## config.mk

```make
export PLATFORM = sky130hd
export DESIGN_NAME = workload_gen
export DESIGN_NICKNAME = d
export VERILOG_FILES = /design/src/rtl/workload_gen.sv
export SDC_FILE = /design/constraint.sdc
export NUM_CORES = 1
export LEC_CHECK = 0
export CORE_UTILIZATION = 39
export CTS_CLUSTER_DIAMETER = 150
export DETAILED_ROUTE_END_ITERATION = 7
export GPL_TIMING_DRIVEN = 0
export PLACE_DENSITY = 0.62
export SYNTH_ARGS = -nofsm -noshare
export SYNTH_HDL_FRONTEND = slang
export SYNTH_SLANG_ARGS = --single-unit
```

## constraint.sdc

```tcl
create_clock -name clk_i -period 3.8 [get_ports clk_i]
set_input_delay 0.76 -clock clk_i [delete_from_list [all_inputs] [get_ports clk_i]]
set_output_delay 0.76 -clock clk_i [all_outputs]
set_load 0.02 [all_outputs]
```

## src/rtl/workload_gen.sv

```systemverilog
// Multi-channel workload descriptor source: replays a host-loadable size table,
// serving channels round-robin until each has emitted workload_limit_p descriptors.
module workload_gen #(
    parameter int id_width_p       = 8,
    parameter int size_width_p     = 16,
    parameter int els_p            = 16,
    parameter int channels_p       = 2,
    parameter int workload_limit_p = 16,
    parameter int chan_width_lp    = (channels_p > 1) ? $clog2(channels_p) : 1,
    parameter int addr_width_lp    = (els_p > 1) ? $clog2(els_p) : 1,
    parameter int width_p          = chan_width_lp + id_width_p + size_width_p,
    parameter int count_width_lp   = $clog2(channels_p * workload_limit_p + 1)
) (
    input  logic                      clk_i,
    input  logic                      reset_n_i,
    input  logic                      cfg_v_i,
    input  logic [addr_width_lp-1:0]  cfg_addr_i,
    input  logic [size_width_p-1:0]   cfg_data_i,
    input  logic                      start_i,
    output logic                      v_o,
    output logic [width_p-1:0]        data_o,
    input  logic                      ready_i,
    output logic                      done_o,
    output logic [count_width_lp-1:0] sent_count_o
);

    // One extra bit so a channel can count all the way up to the limit.
    localparam int wid_width_lp = id_width_p + 1;

    typedef enum logic [1:0] {IDLE, RUN, DONE} state_e;

    state_e                    state_reg, state_next;
    logic [size_width_p-1:0]   rom_reg     [els_p];
    logic [addr_width_lp-1:0]  rd_addr_reg [channels_p];
    logic [addr_width_lp-1:0]  rd_addr_next[channels_p];
    logic [wid_width_lp-1:0]   wid_reg     [channels_p];
    logic [wid_width_lp-1:0]   wid_next    [channels_p];
    logic [chan_width_lp-1:0]  chan_reg, chan_next;
    logic                      v_reg, v_next;
    logic [width_p-1:0]        data_reg, data_next;
    logic [count_width_lp-1:0] count_reg, count_next;
    logic                      accept, restart, cfg_we;
    logic                      found;
    logic [chan_width_lp-1:0]  sel;

    assign accept  = v_reg & ready_i;
    assign restart = start_i & (state_reg != RUN);
    assign cfg_we  = cfg_v_i & (state_reg != RUN);

    genvar gi;
    generate
        for (gi = 0; gi < channels_p; gi++) begin : g_chan
            logic hit;
            assign hit = accept && (chan_reg == chan_width_lp'(gi));
            assign wid_next[gi] = restart ? '0 :
                                  hit ? wid_reg[gi] + wid_width_lp'(1) : wid_reg[gi];
            assign rd_addr_next[gi] = restart ? '0 :
                                      !hit ? rd_addr_reg[gi] :
                                      (rd_addr_reg[gi] == addr_width_lp'(els_p - 1)) ? '0 :
                                      rd_addr_reg[gi] + addr_width_lp'(1);
        end
    endgenerate

    // Next offered channel is searched on post-accept per-channel state, so the
    // accepted channel itself is the last candidate (only chosen if others are done).
    always_comb begin
        found = 1'b0;
        sel   = '0;
        for (int k = 1; k <= channels_p; k++) begin
            int idx;
            idx = int'(chan_reg) + k;
            if (idx >= channels_p) idx = idx - channels_p;
            if (!found && (wid_next[idx] < wid_width_lp'(workload_limit_p))) begin
                found = 1'b1;
                sel   = chan_width_lp'(idx);
            end
        end
    end

    always_comb begin
        state_next = state_reg;
        v_next     = v_reg;
        data_next  = data_reg;
        chan_next  = chan_reg;
        count_next = count_reg;
        case (state_reg)
            IDLE, DONE: begin
                if (start_i) begin
                    state_next = RUN;
                    v_next     = 1'b1;
                    chan_next  = '0;
                    count_next = '0;
                    data_next  = {chan_width_lp'(0), id_width_p'(0), rom_reg[0]};
                end
            end
            RUN: begin
                if (accept) begin
                    count_next = count_reg + count_width_lp'(1);
                    if (found) begin
                        chan_next = sel;
                        data_next = {sel, wid_next[sel][id_width_p-1:0],
                                     rom_reg[rd_addr_next[sel]]};
                    end else begin
                        v_next     = 1'b0;
                        state_next = DONE;
                    end
                end
            end
            default: state_next = IDLE;
        endcase
    end

    always_ff @(posedge clk_i or negedge reset_n_i) begin
        if (!reset_n_i) begin
            state_reg <= IDLE;
            v_reg     <= 1'b0;
            data_reg  <= '0;
            chan_reg  <= '0;
            count_reg <= '0;
            for (int i = 0; i < channels_p; i++) begin
                rd_addr_reg[i] <= '0;
                wid_reg[i]     <= '0;
            end
        end else begin
            state_reg <= state_next;
            v_reg     <= v_next;
            data_reg  <= data_next;
            chan_reg  <= chan_next;
            count_reg <= count_next;
            for (int i = 0; i < channels_p; i++) begin
                rd_addr_reg[i] <= rd_addr_next[i];
                wid_reg[i]     <= wid_next[i];
            end
        end
    end

    // Table is a reset-to-2 register array; host writes only land outside RUN.
    always_ff @(posedge clk_i or negedge reset_n_i) begin
        if (!reset_n_i) begin
            for (int i = 0; i < els_p; i++) rom_reg[i] <= size_width_p'(2);
        end else if (cfg_we) begin
            rom_reg[cfg_addr_i] <= cfg_data_i;
        end
    end

    assign v_o          = v_reg;
    assign data_o       = data_reg;
    assign done_o       = (state_reg == DONE);
    assign sent_count_o = count_reg;

endmodule

```

==> impl_metrics.json <==
{
  "run_status": "completed",
  "number_of_antenna_violations_at_the_first_check_in_global_routing": 0,
  "root_buffer": "clkbuf_16",
  "netSwitchingFraction_pct": 39.3,
  "power_frac_clock_pct": 23.2,
  "post-synth-top-count-cell": "dfrtp_1",
  "ctsHtreeMaxLevel": 2,
  "criticalPathCategory": "primary input to flip-flop",
  "critical_path_peak_fanout": 10,
  "layout-area-overhead-vs-synth_pct": 19.5,
  "synth_edf_count": 0,
  "final_net_count": 1515,
  "post_drt_wl_per_cell_um": 24.7,
  "int_pwr_uw": 8920,
  "antenna_cells_inserted": 0,
  "num_vias": 12400,
  "finish.instance_area_um2": 18500,
  "maxCapViolCount": 0,
  "hold_buffers": 0,
  "power_switching_uw": 5760,
  "tritoncts": "done",
  "final-instance-count-excl-fill": 2031,
  "largest_reg_flops": 256,
  "synth_area_leader_cell": "dfrtp_1",
  "max_slew.worst_pin.slew_ns": 1.23,
  "synth.ff_latch_count": 316,
  "cts_buffer_depth": 3,
  "timing.fmax_mhz": 266,
  "drv_slew": 0,
  "postRouteWirelength_mm": 50.2,
  "globalRouteOverflowTotal": 0,
  "die_x_um": 201,
  "place.port_buffers": 54,
  "cp.required_ns": 4.23,
  "yosysTopAreaCellShare_pct": 48.4,
  "drtAntennaViolNets": 0,
  "first_pass_iters": 6,
  "fin_crit_sh_pct": 98.9,
  "dp_hpwl_mm": 35.9,
  "route.detailed.drc": 0,
  "power_per_cell_area_nw_per_um2": 792,
  "core.rowCount": 72,
  "placeable_core_region_um2": 38900,
  "numCtsBuffers": 36,
  "num-fill-cells": 3617,
  "clkLatencyLatePin_ns": 0.56,
  "layout-drive-gt1-share_pct": 27.6,
  "gp_congestion": 0.906,
  "ys_types": 55,
  "starting_density_pct": 39.9,
  "cts_num_sinks": 316,
  "power.share.combinational_pct": 40.6,
  "globalRouteTotalUtil_pct": 24.8,
  "die_footprint_um2": 40600,
  "critical_path_arrival_ns": 4.18,
  "seq_area_frac_synth_pct": 51.1,
  "finalSetupViolations": 0,
  "number_of_synthesis_warnings": 0,
  "cp-start-kind": "primary input",
  "place.detailed.instances": 1958,
  "maxSlewHeadroom_pct": 17.2,
  "grt_max_degree": 120,
  "power.ir.vdd_worst_uv": 478,
  "drt-vias-per-instance": 6.09,
  "crit_path_capture_type": "flip-flop",
  "share_seq_of_total_power_pct": 36.1,
  "io_pins": 58,
  "clkTransAtPathRegs_ns": 0.06,
  "postSynth.asyncResetShare_pct": 100,
  "total_leakage_power_uw": 0.00795,
  "synthTopCellsByArea": "dfrtp_1, mux2_2, a221oi_1, o21a_1, a211oi_1",
  "synth_area_per_cell_um2": 11.2,
  "clock_skew_ns": 0.0315,
  "hold_violations": 0,
  "finalCriticalPeriod_ns": 3.76,
  "first_global_vias": 12200,
  "synth-main-ff-cell": "dfrtp_1",
  "synth_fp_nets": 1414,
  "placement_stage_cell_area_um2": 16800,
  "synth_area_um2": 15500,
  "setup.reg_to_reg.worst_slack_ns": 0.07,
  "synthCells": 1384,
  "finalSetupTns_ns": 0,
  "holdCritPathClass": "primary input to asynchronous set/reset pin",
  "grt_first_pass_wirelength_mm": 76.9,
  "post_synth_most_frequent_cells": "dfrtp_1, mux2_2, a221oi_1, nand2_1, clkbuf_1",
  "post_route_hold_slack_ns": 0.197,
  "detail_route.iter0.violations": 953,
  "fp.dieH_um": 201,
  "totalPowerFinal_uw": 14700
}
-- cell families after synthesis --
family	Yosys count	share of synthesized area, %
AOI/OAI and AO/OA	415	20.3
DFF	316	51.1
and+or+nand+nor	220	6.82
buffers and inverters	210	5.86
muxes	203	14.7
xor gates and xnor gates	15	0.847
adders and majority gates	5	0.403
-- layout by cell type, fill, tap and decap left out, drive strengths merged, types with 2 or more instances in the layout --
cell and count:
dfrtp 300, mux2 194, clkbuf 140, a221oi 128
nand2 100, o21ai 75, inv 74, o21a 66
a211oi 65, buf 62, clkdlybuf4s50 52, nor2 36
o41ai 32, and3 20, a21oi 19, o32a 17
dfstp 16, nand3 12, xor2 11, nor3 10
mux2i 9, clkinv 9, nand2b 8, nand4 7
or3 7, nor2b 6, ha 5, nor4 5
xnor2 4, and2 2, a21o 2, a21boi 2
o211ai 2, nand4b 2
-- stage by stage --
stage,utilization (%),worst slack [ns]
floorplan,-,0.566
global placement,42.9,-12.10
detailed placement,43.1,-1.27
CTS,46.7,0.0133
global route,47.6,-0.140
finish,47.6,0.0436
-- area by class of cell --
class	count	area, um^2	area share (%)
buffer	138	757	4.08
clock buffer	54	1010	5.44
clock inverter	12	125	0.675
inverter	72	270	1.46
multi-input combinational	858	7150	38.5
sequential	316	7930	42.8
tap	518	648	3.50
timing repair buffer	63	653	3.52
-- power by group through the flow --
stage / Sequential [uW] / Combinational (uW) / Clock, uW
6_report: 5310 / 5960 / 3410
5_1_grt: 5430 / 6390 / 3580
4_1_cts: 5270 / 5600 / 3450
3_5_place_dp: 5300 / 5360 / 0
3_3_place_gp: 5300 / 5260 / 0
2_1_floorplan: 5220 / 3450 / 0
-- final timing paths --
check,start,endpoint,depth (start not counted)
max,ready_i,data_o[13],13
min,reset_n_i,rom_reg[80],1
max reg2reg,wid_reg[9],data_o[13],12
min reg2reg,data_o[17],data_o[17],2
max in group asynchronous,reset_n_i,rom_reg[157],3
min in group clk_i,data_o[17],data_o[17],2
-- critical path, stage by stage --
cell             delay, ns
clkdlybuf4s15_1       0.34
nand2_2               0.11
buf_6                 0.16
or3_1                 0.41
o32a_1                0.22
a211oi_4              0.28
a211o_1               0.18
buf_6                 0.17
mux2_2                0.43
buf_2                 0.28
a221oi_1              0.46
o41ai_2               0.16
and3_1                0.19
-- metal layers --
layer,share of wire (%),up-vias,GRT usage [%]
li1,-,5410,-
met3,6.1,110,3.58
met4,3.8,0,10.2
met5,0,-,0
met1,44,6379,34.8
met2,46,468,38.3
-- timing repair --
action                     CTS  global route
cloned                       0             0
pin swaps                    4             9
buffers inserted             0             7
setup endpoints to repair   16            16
gates resized for setup     56           101
Power figures use the tool's default switching activity.
